===== config.mk =====
export PLATFORM = sky130hd
export DESIGN_NAME = hazard_ctrl
export DESIGN_NICKNAME = d
export VERILOG_FILES = /design/src/rtl/hazard_ctrl.sv
export SDC_FILE = /design/constraint.sdc
export NUM_CORES = 1
export LEC_CHECK = 0
export CORE_ASPECT_RATIO = 1.75
export CORE_MARGIN = 3
export CORE_UTILIZATION = 40
export DETAILED_ROUTE_END_ITERATION = 10
export HOLD_SLACK_MARGIN = 0.12
export PLACE_DENSITY = 0.74
export SYNTH_ARGS = -nofsm -noshare
export SYNTH_HDL_FRONTEND = slang
export SYNTH_SLANG_ARGS = --single-unit
export TNS_END_PERCENT = 30

===== constraint.sdc =====
create_clock -name clk -period 2.5 [get_ports clk]
set_clock_uncertainty 0.2 [all_clocks]
set_input_delay 0.5 -clock clk [delete_from_list [all_inputs] [get_ports clk]]
set_output_delay 0.5 -clock clk [all_outputs]
set_load 0.005 [all_outputs]

===== src/rtl/hazard_ctrl.sv =====
// Hazard, forwarding and data-memory wait sequencer for the 5-stage RV32I pipeline.
// Build macro HAZARD_PERF_CNT_EN adds the perf_stall/perf_flush/perf_memwait counters.
module hazard_ctrl #(
    parameter int unsigned MEM_TIMEOUT = 16
) (
    input  logic        clk,
    input  logic        reset,
    input  logic        id_valid,
    input  logic [4:0]  id_rs1,
    input  logic [4:0]  id_rs2,
    input  logic        id_use_rs1,
    input  logic        id_use_rs2,
    input  logic [4:0]  id_rd,
    input  logic        id_regwen,
    input  logic        id_is_load,
    input  logic        ex_redirect,
    input  logic        mem_req,
    input  logic        mem_ready,
    output logic        stall_if,
    output logic        stall_id,
    output logic        bubble_ex,
    output logic        flush_id,
    output logic        freeze,
    output logic [1:0]  fwd_a,
    output logic [1:0]  fwd_b,
`ifdef HAZARD_PERF_CNT_EN
    output logic        mem_err,
    output logic [31:0] perf_stall,
    output logic [31:0] perf_flush,
    output logic [31:0] perf_memwait
`else
    output logic        mem_err
`endif
);

    typedef enum logic [1:0] {
        ST_RUN   = 2'd0,
        ST_WAIT  = 2'd1,
        ST_ERROR = 2'd2
    } state_t;

    localparam logic [7:0] TIMEOUT_CNT = 8'(MEM_TIMEOUT);

    state_t     state_q;
    logic [7:0] wait_cnt_q;
    logic       mem_err_q;

    // Only the EX and MEM producers are consulted; the regfile covers WB by write-before-read.
    logic [4:0] ex_rd_q;
    logic       ex_wen_q;
    logic       ex_load_q;
    logic [4:0] mem_rd_q;
    logic       mem_wen_q;

    logic       load_use;
    logic [3:0] fwd_sel;

    assign load_use = id_valid & ex_load_q & ex_wen_q & (ex_rd_q != 5'd0) &
                      ((id_use_rs1 & (id_rs1 == ex_rd_q)) |
                       (id_use_rs2 & (id_rs2 == ex_rd_q)));

    always_comb begin
        freeze    = 1'b0;
        stall_if  = 1'b0;
        stall_id  = 1'b0;
        bubble_ex = 1'b0;
        flush_id  = 1'b0;
        if (!reset) begin
            case (state_q)
                ST_RUN:   freeze = mem_req & ~mem_ready;
                ST_WAIT:  freeze = ~mem_ready;
                default:  freeze = 1'b1;
            endcase
            if (freeze) begin
                stall_if = 1'b1;
                stall_id = 1'b1;
            end else if (ex_redirect) begin
                flush_id  = 1'b1;
                bubble_ex = 1'b1;
            end else if (load_use) begin
                stall_if  = 1'b1;
                stall_id  = 1'b1;
                bubble_ex = 1'b1;
            end
        end
    end

    always_ff @(posedge clk) begin
        if (reset) begin
            state_q    <= ST_RUN;
            wait_cnt_q <= 8'd0;
            mem_err_q  <= 1'b0;
        end else begin
            case (state_q)
                ST_RUN: begin
                    if (mem_req & ~mem_ready) begin
                        state_q    <= ST_WAIT;
                        wait_cnt_q <= 8'd1;
                    end
                end
                ST_WAIT: begin
                    // A completion in the same cycle as the limit still counts as success.
                    if (mem_ready) begin
                        state_q    <= ST_RUN;
                        wait_cnt_q <= 8'd0;
                    end else if (wait_cnt_q == TIMEOUT_CNT) begin
                        state_q   <= ST_ERROR;
                        mem_err_q <= 1'b1;
                    end else begin
                        wait_cnt_q <= wait_cnt_q + 8'd1;
                    end
                end
                ST_ERROR: begin
                    mem_err_q <= 1'b1;
                end
                default: begin
                    state_q    <= ST_RUN;
                    wait_cnt_q <= 8'd0;
                end
            endcase
        end
    end

    assign mem_err = mem_err_q;

    always_ff @(posedge clk) begin
        if (reset) begin
            ex_rd_q   <= 5'd0;
            ex_wen_q  <= 1'b0;
            ex_load_q <= 1'b0;
            mem_rd_q  <= 5'd0;
            mem_wen_q <= 1'b0;
        end else if (!freeze) begin
            ex_rd_q   <= id_rd;
            ex_wen_q  <= id_valid & id_regwen & ~bubble_ex;
            ex_load_q <= id_valid & id_is_load & ~bubble_ex;
            mem_rd_q  <= ex_rd_q;
            mem_wen_q <= ex_wen_q;
        end
    end

    genvar gi;
    generate
        for (gi = 0; gi < 2; gi++) begin : g_fwd
            logic [4:0] src_rs;
            logic       src_use;
            logic [1:0] sel_d;
            logic [1:0] sel_q;

            assign src_rs  = (gi == 0) ? id_rs1 : id_rs2;
            assign src_use = (gi == 0) ? id_use_rs1 : id_use_rs2;

            // EX is checked before MEM so the youngest producer wins.
            always_comb begin
                sel_d = 2'b00;
                if (src_use && (src_rs != 5'd0)) begin
                    if (ex_wen_q && (src_rs == ex_rd_q)) begin
                        sel_d = 2'b01;
                    end else if (mem_wen_q && (src_rs == mem_rd_q)) begin
                        sel_d = 2'b10;
                    end
                end
            end

            always_ff @(posedge clk) begin
                if (reset) begin
                    sel_q <= 2'b00;
                end else if (!freeze) begin
                    sel_q <= bubble_ex ? 2'b00 : sel_d;
                end
            end

            assign fwd_sel[gi*2 +: 2] = sel_q;
        end
    endgenerate

    assign fwd_a = fwd_sel[1:0];
    assign fwd_b = fwd_sel[3:2];

`ifdef HAZARD_PERF_CNT_EN
    logic [2:0]  perf_inc;
    logic [95:0] perf_all;

    assign perf_inc = {freeze, flush_id, stall_id & bubble_ex};

    generate
        for (gi = 0; gi < 3; gi++) begin : g_perf
            logic [31:0] cnt_q;

            always_ff @(posedge clk) begin
                if (reset) begin
                    cnt_q <= 32'd0;
                end else if ((state_q != ST_ERROR) && perf_inc[gi]) begin
                    cnt_q <= cnt_q + 32'd1;
                end
            end

            assign perf_all[gi*32 +: 32] = cnt_q;
        end
    endgenerate

    assign perf_stall   = perf_all[31:0];
    assign perf_flush   = perf_all[63:32];
    assign perf_memwait = perf_all[95:64];
`endif

endmodule


### Yosys cells after proc, flatten, opt, wreduce, memory -nomap -nowiden

Cells that the tools add are included.

| cells by class | value |
|---|---|
| add/subtract/negate cells | 1 |
| equality and inequality tests | 12 |
| mux-type cells | 32 |
| bitwise operators | 15 |
| reductions and logical operators | 14 |

Operator list:

| operator | count |
|---|---|
| two-way mux 8 bit | 3 |
| one-hot mux 8 bit (3 select lines) | 1 |
| two-way mux 2 bit | 11 |
| equality test 5 bit | 4 |
| nonzero test 5 bit | 3 |
| two-way mux 1 bit | 14 |
| bitwise AND 1 bit | 11 |
| AND reduction 3 bit | 3 |
| adder 8 x 1 -> 8 bit, second input constant | 1 |
| equality test 8 x 5 -> 1 bit, second input constant | 1 |
| logical AND 1 bit | 6 |
| != test 2 bit, second input constant | 3 |
| != test 3 bit, second input constant | 2 |
| one-hot mux 2 bit (3 select lines) | 1 |
| one-hot mux 1 bit (2 select lines) | 2 |
| inverter 1 bit | 3 |
| equality test 2 x 1 -> 1 bit, second input constant | 1 |
| equality test 2 bit, second input constant | 1 |
| logical NOT 2 bit | 1 |
| nonzero test 2 bit | 1 |
| bitwise OR 1 bit | 1 |

| storage, ports and cells | value |
|---|---|
| register bits | 28 |
| bits of input ports | 25 |
| output and inout bits | 10 |
| logic and storage cells | 84 |

### Depth between registers and ports, before layout

| logic depth | value |
|---|---|
| word-level depth | 10 |
| depth in mapped cells | 7 |
| depth with buffers taken out | 7 |

### Worst setup path after synthesis

No wires, ideal clock.

| timing path | value |
|---|---|
| path kind | input to output |
| from | in id_rs2[3] |
| to | out stall_if |
| data arrival time | 1.492 ns |
| required time | 1.800 ns |
| path slack | 0.308 ns |
| stages on the path | 6 |
| buffers on the path | 1 |
| cell sequence | xnor2_1 > nand3_1 > o22ai_1 > nor2b_1 > a21o_1 > buf_4 |

| on the way | value |
|---|---|
| cells in the longest elaborated chain, start to end | 8 |

RTL lines:

| element | line | source |
|---|---|---|
| start, declared | 10 | `input logic [4:0] id_rs2,` |
| equality test 5 bit | 60 | `(id_use_rs2 & (id_rs2 == ex_rd_q)));` |
| bitwise AND 1 bit | 60 |  |
| bitwise OR 1 bit | 59 | `((id_use_rs1 & (id_rs1 == ex_rd_q)) \|` |
| bitwise AND 1 bit | 58 | `assign load_use = id_valid & ex_load_q & ex_wen_q & (ex_rd_q != 5'd0) &` |
| two-way mux 1 bit (4 in series) | -- |  |
| end, declared | 19 | `output logic stall_if,` |

No other way between the ends.

### Worst setup path after layout

| timing path | value |
|---|---|
| from | reg ex_rd_q[1] |
| to | out stall_id |

| on the way | value |
|---|---|
| cells in the longest elaborated chain, start to end | 8 |
| elaborated cells between the ends (all ways) | 12 |
| those cells by class | 2 x eq/ne; 4 x mux; 5 x bitwise; 1 x reduce/logical |

RTL lines:

| element | line | source |
|---|---|---|
| start, declared | 49 | `logic [4:0] ex_rd_q;` |
| start signal, assigned | 134 | `ex_rd_q <= id_rd;` |
| equality test 5 bit, on equally long branches | 59, 60 |  |
| bitwise AND 1 bit, on equally long branches | 59, 60 |  |
| bitwise OR 1 bit | 59 |  |
| bitwise AND 1 bit (*) | 58 |  |
| two-way mux 1 bit (*) | 80 | `end else if (load_use) begin` |
| two-way mux 1 bit (*) | 77 | `end else if (ex_redirect) begin` |
| two-way mux 1 bit (*) | 74 | `if (freeze) begin` |
| two-way mux 1 bit (*) | 68 | `if (!reset) begin` |
| end, declared | 20 | `output logic stall_id,` |

Mark *: on every way between the ends. The rest lies on a longest branch, timed or not.

==> key figures <==
Power
  • Int Power: 0.806 mW
  • PwrDens: 474 nW/um2
  • Clock share of power: 0.343
  • Total power draw: 1.06 mW
  • Flop pwr share: 0.445
  • Leak: 0.957 nW
  • Net Sw Power: 0.259 mW
  • Gate power share: 0.213
  • Sw frac: 0.243
  • Max IR drop VDD: 0.319 mV

Setup path
  • CP delay by family, top: simple AND/OR/NAND/NOR gates
  • Worst setup SP type: register
  • R2R depth: 8
  • Critical path endpoint: stall_id
  • Setup crit end kind: output port
  • Critical path depth: 5
  • Req. time, crit path: 1800 ps
  • Critical R2R Capture: wait_cnt_q[0]
  • Worst-path cell chain: or4_4 > o2111ai_2 > nor2b_4 > a21o_1 > buf_2
  • Worst endpoint data arrival time: 1740 ps
  • R2r startpoint: wait_cnt_q[0]
  • Buffers plus inverters on the worst setup path: 1
  • Critical path fanouts, max: 4
  • Slowest CP cell: or4_4
  • CP Launch Point: ex_rd_q[1]
  • Setup Crit Path Kind: register to output port
  • Slowest stage delay, CP: 540 ps
  • FF-to-FF setup slack: 370 ps

Clock tree
  • CTS Buffer Depth: 2
  • TritonCTS clock tree: done
  • Max H-tree Level: 1
  • CTS root buf: clkbuf_8
  • Clock transition at the registers of the reported paths: 90 ps
  • Post-CTS Hold Fix Bufs: 0
  • Clk Latency, worst-skew pair: 280 ps
  • CTS sink cnt: 28
  • Total CTS buffers: 3

Global routing
  • Largest net degree at the start of global routing: 17
  • Vias in the first global route: 1,474
  • First-pass GRT wire length: 6.49 mm
  • Initial antenna violation count: 0
  • GRT Util Overall: 0.186
  • GRT overflow: 0

Floorplanning
  • Initial Util: 0.419
  • Die Area: 4650 um2
  • Core box area: 3660 um2
  • Die H: 88.0 um
  • IO Pins: 35
  • # rows: 29
  • Die width: 52.9 um

Finish
  • Area of the multi-input gates: 978 um2
  • Final nets: 265
  • Area growth syn-to-layout: 46.3%
  • Seq. cell area: 563 um2
  • # diodes: 0
  • Final design utilization: 0.614
  • FILL cells: 338
  • Commonest non-fill, non-tap cell in the layout: buf_4
  • Design area: 2250 um2
  • Most frequent cells in the layout: 34 x buf_4, 26 x dfxtp_1, 23 x nor2_1
  • Share of layout cells above drive strength 1: 0.266

Routing
  • Via count: 1,489
  • First-pass DRT Iterations: 6
  • Avg WL per Cell: 13.8 um
  • First DRT Iteration DRCs: 18
  • DRC viols: 0
  • Total Routed Length: 3.92 mm
  • Via/cell ratio: 5.26
  • Routed Antenna Nets: 0

Timing
  • Final Cycle Share: 0.976
  • Final Hold Viols: 0
  • Total negative setup slack: 0 ps
  • F_max: 0.410 GHz
  • Final setup viols: 0
  • Post-layout minimum cycle time: 2440 ps
  • RSZ-0062 raised after global routing: true
  • Slew HR: 0.724
  • Slew @ Worst Pin: 411 ps
  • Final Max Tran Viols: 0

Synthesis
  • Syn nets: 198
  • Share of the synthesized area in the top cell type: 0.365
  • Primary FF master, synth: dfxtp_1
  • Synth cell types: 43
  • Ys async rst share: 0
  • Cell count after synthesis: 171
  • Post-synth EDFFs: 0
  • #FFs+latches synth: 28
  • Sequential area share after synthesis: 0.365
  • Post-Syn Area: 1540 um2
  • Syn. warnings: 0
  • Area contributors post-synth: dfxtp_1 36%, xnor2_1 9.1%, mux2i_1 7.8%
  • Avg Inst Size Synth: 8.99 um2
  • Area leader, netlist: dfxtp_1

Place
  • Gpl congestion: 0.883
  • IO Port Bufs: 34
  • Post-placement cell area: 2120 um2
  • Final HPWL DP: 3.03 mm

Worst hold path
  • Worst Hold Class: register to register

Outcome
  • Status: finished clean

Flow run
  • MaxCap Viol Count: 0
cell type report:
type	instances	share of cell area
Clock buffer	3	0.0184
Clock inverter	1	0.0134
Inverter	4	0.00668
Multi-Input combinational cell	133	0.435
Sequential cell	28	0.250
Tap cell	46	0.0256
Timing Repair Buffer	68	0.250
how the worst min path moves through the flow:
stage,from,to,slack [ps],depth (start not counted)
after detailed placement,fwd_a[0],fwd_a[0],240,2
after global routing,fwd_a[0],fwd_a[0],280,2
after CTS,fwd_a[0],fwd_a[0],260,2
after global placement,mem_err,mem_err,230,2
final,fwd_a[0],fwd_a[0],260,2
after floorplan,ex_load_q,ex_load_q,230,2
power groups by stage:
stage          Combinational (mW)  Clock (mW)  Sequential, mW
3_3_place_gp                0.211           0           0.482
2_1_floorplan              0.0978           0           0.483
4_1_cts                     0.223       0.367           0.474
3_5_place_dp                0.213           0           0.483
6_report                    0.226       0.365           0.474
5_1_grt                     0.246       0.390           0.476
metal layers:
metal | share of wire | global-route usage | vias up | wire length, um
li1 | - | - | 734 | -
met1 | 0.36 | 0.185 | 698 | 1420
met2 | 0.57 | 0.351 | 44 | 2220
met3 | 0.035 | 0.0239 | 13 | 139
met4 | 0.035 | 0.107 | 0 | 138
met5 | 0 | 0 | - | 0
kinds of logic (layout without fill, tap and decap cells):
group                      count (synthesis)  count (layout)  share of synthesized area
and+or+nand+nor                           67              67                      0.230
DFF                                       28              28                      0.365
AOI/OAI and AO/OA                         26              26                      0.128
xor gates and xnor gates                  26              26                      0.148
muxes                                     12              12                     0.0782
buffers and inverters                     10              76                     0.0350
adders and majority gates                  2               2                     0.0163
Yosys cell counts (2+ instances only):
master	instances
or4_1	4
o21ai_0	7
clkbuf_1	2
nand2_2	2
nor2b_1	3
nor4_1	3
nand3_1	7
nand2_1	9
or3_1	3
xnor2_1	16
mux2i_1	12
nor2_1	24
inv_1	4
buf_4	2
o2111ai_1	3
dfxtp_1	28
nand4_1	4
ha_1	2
a21oi_1	3
xor2_1	10
registers in the layout, summed over array words and instances, names as in the netlist:
name,flops
wait_cnt_q,8
ex_rd_q,5
mem_rd_q,5
fwd_a,2
fwd_b,2
state_q,2
ex_load_q,1
ex_wen_q,1
mem_err,1
mem_wen_q,1
metrics by stage:
| step | setup WS (ps) | std cells | hold slack, ps |
|---|---|---|---|
| after detailed placement | -622 | 275 | 244 |
| after CTS | -56.0 | 284 | 257 |
| final | 60.5 | 283 | 257 |
| after global placement | -601 | 275 | 231 |
| after global routing | -13.4 | 283 | 276 |
| after floorplan | 308 | 171 | 226 |
worst reg2reg max path, delay by kind of cell, from the launching register on:
family          cells  cell delay [ps]
compound gates      2              430
fa+ha+maj           1              140
buf+inv             2              190
flops               1              380
simple gates        3              740
timing repair:
action	in CTS	in global routing
buffers inserted	5	0
resized for setup	35	4
pin swaps	9	4
endpoints found under the setup margin	5	3
Note: power is estimated with default switching activity, not from simulation.
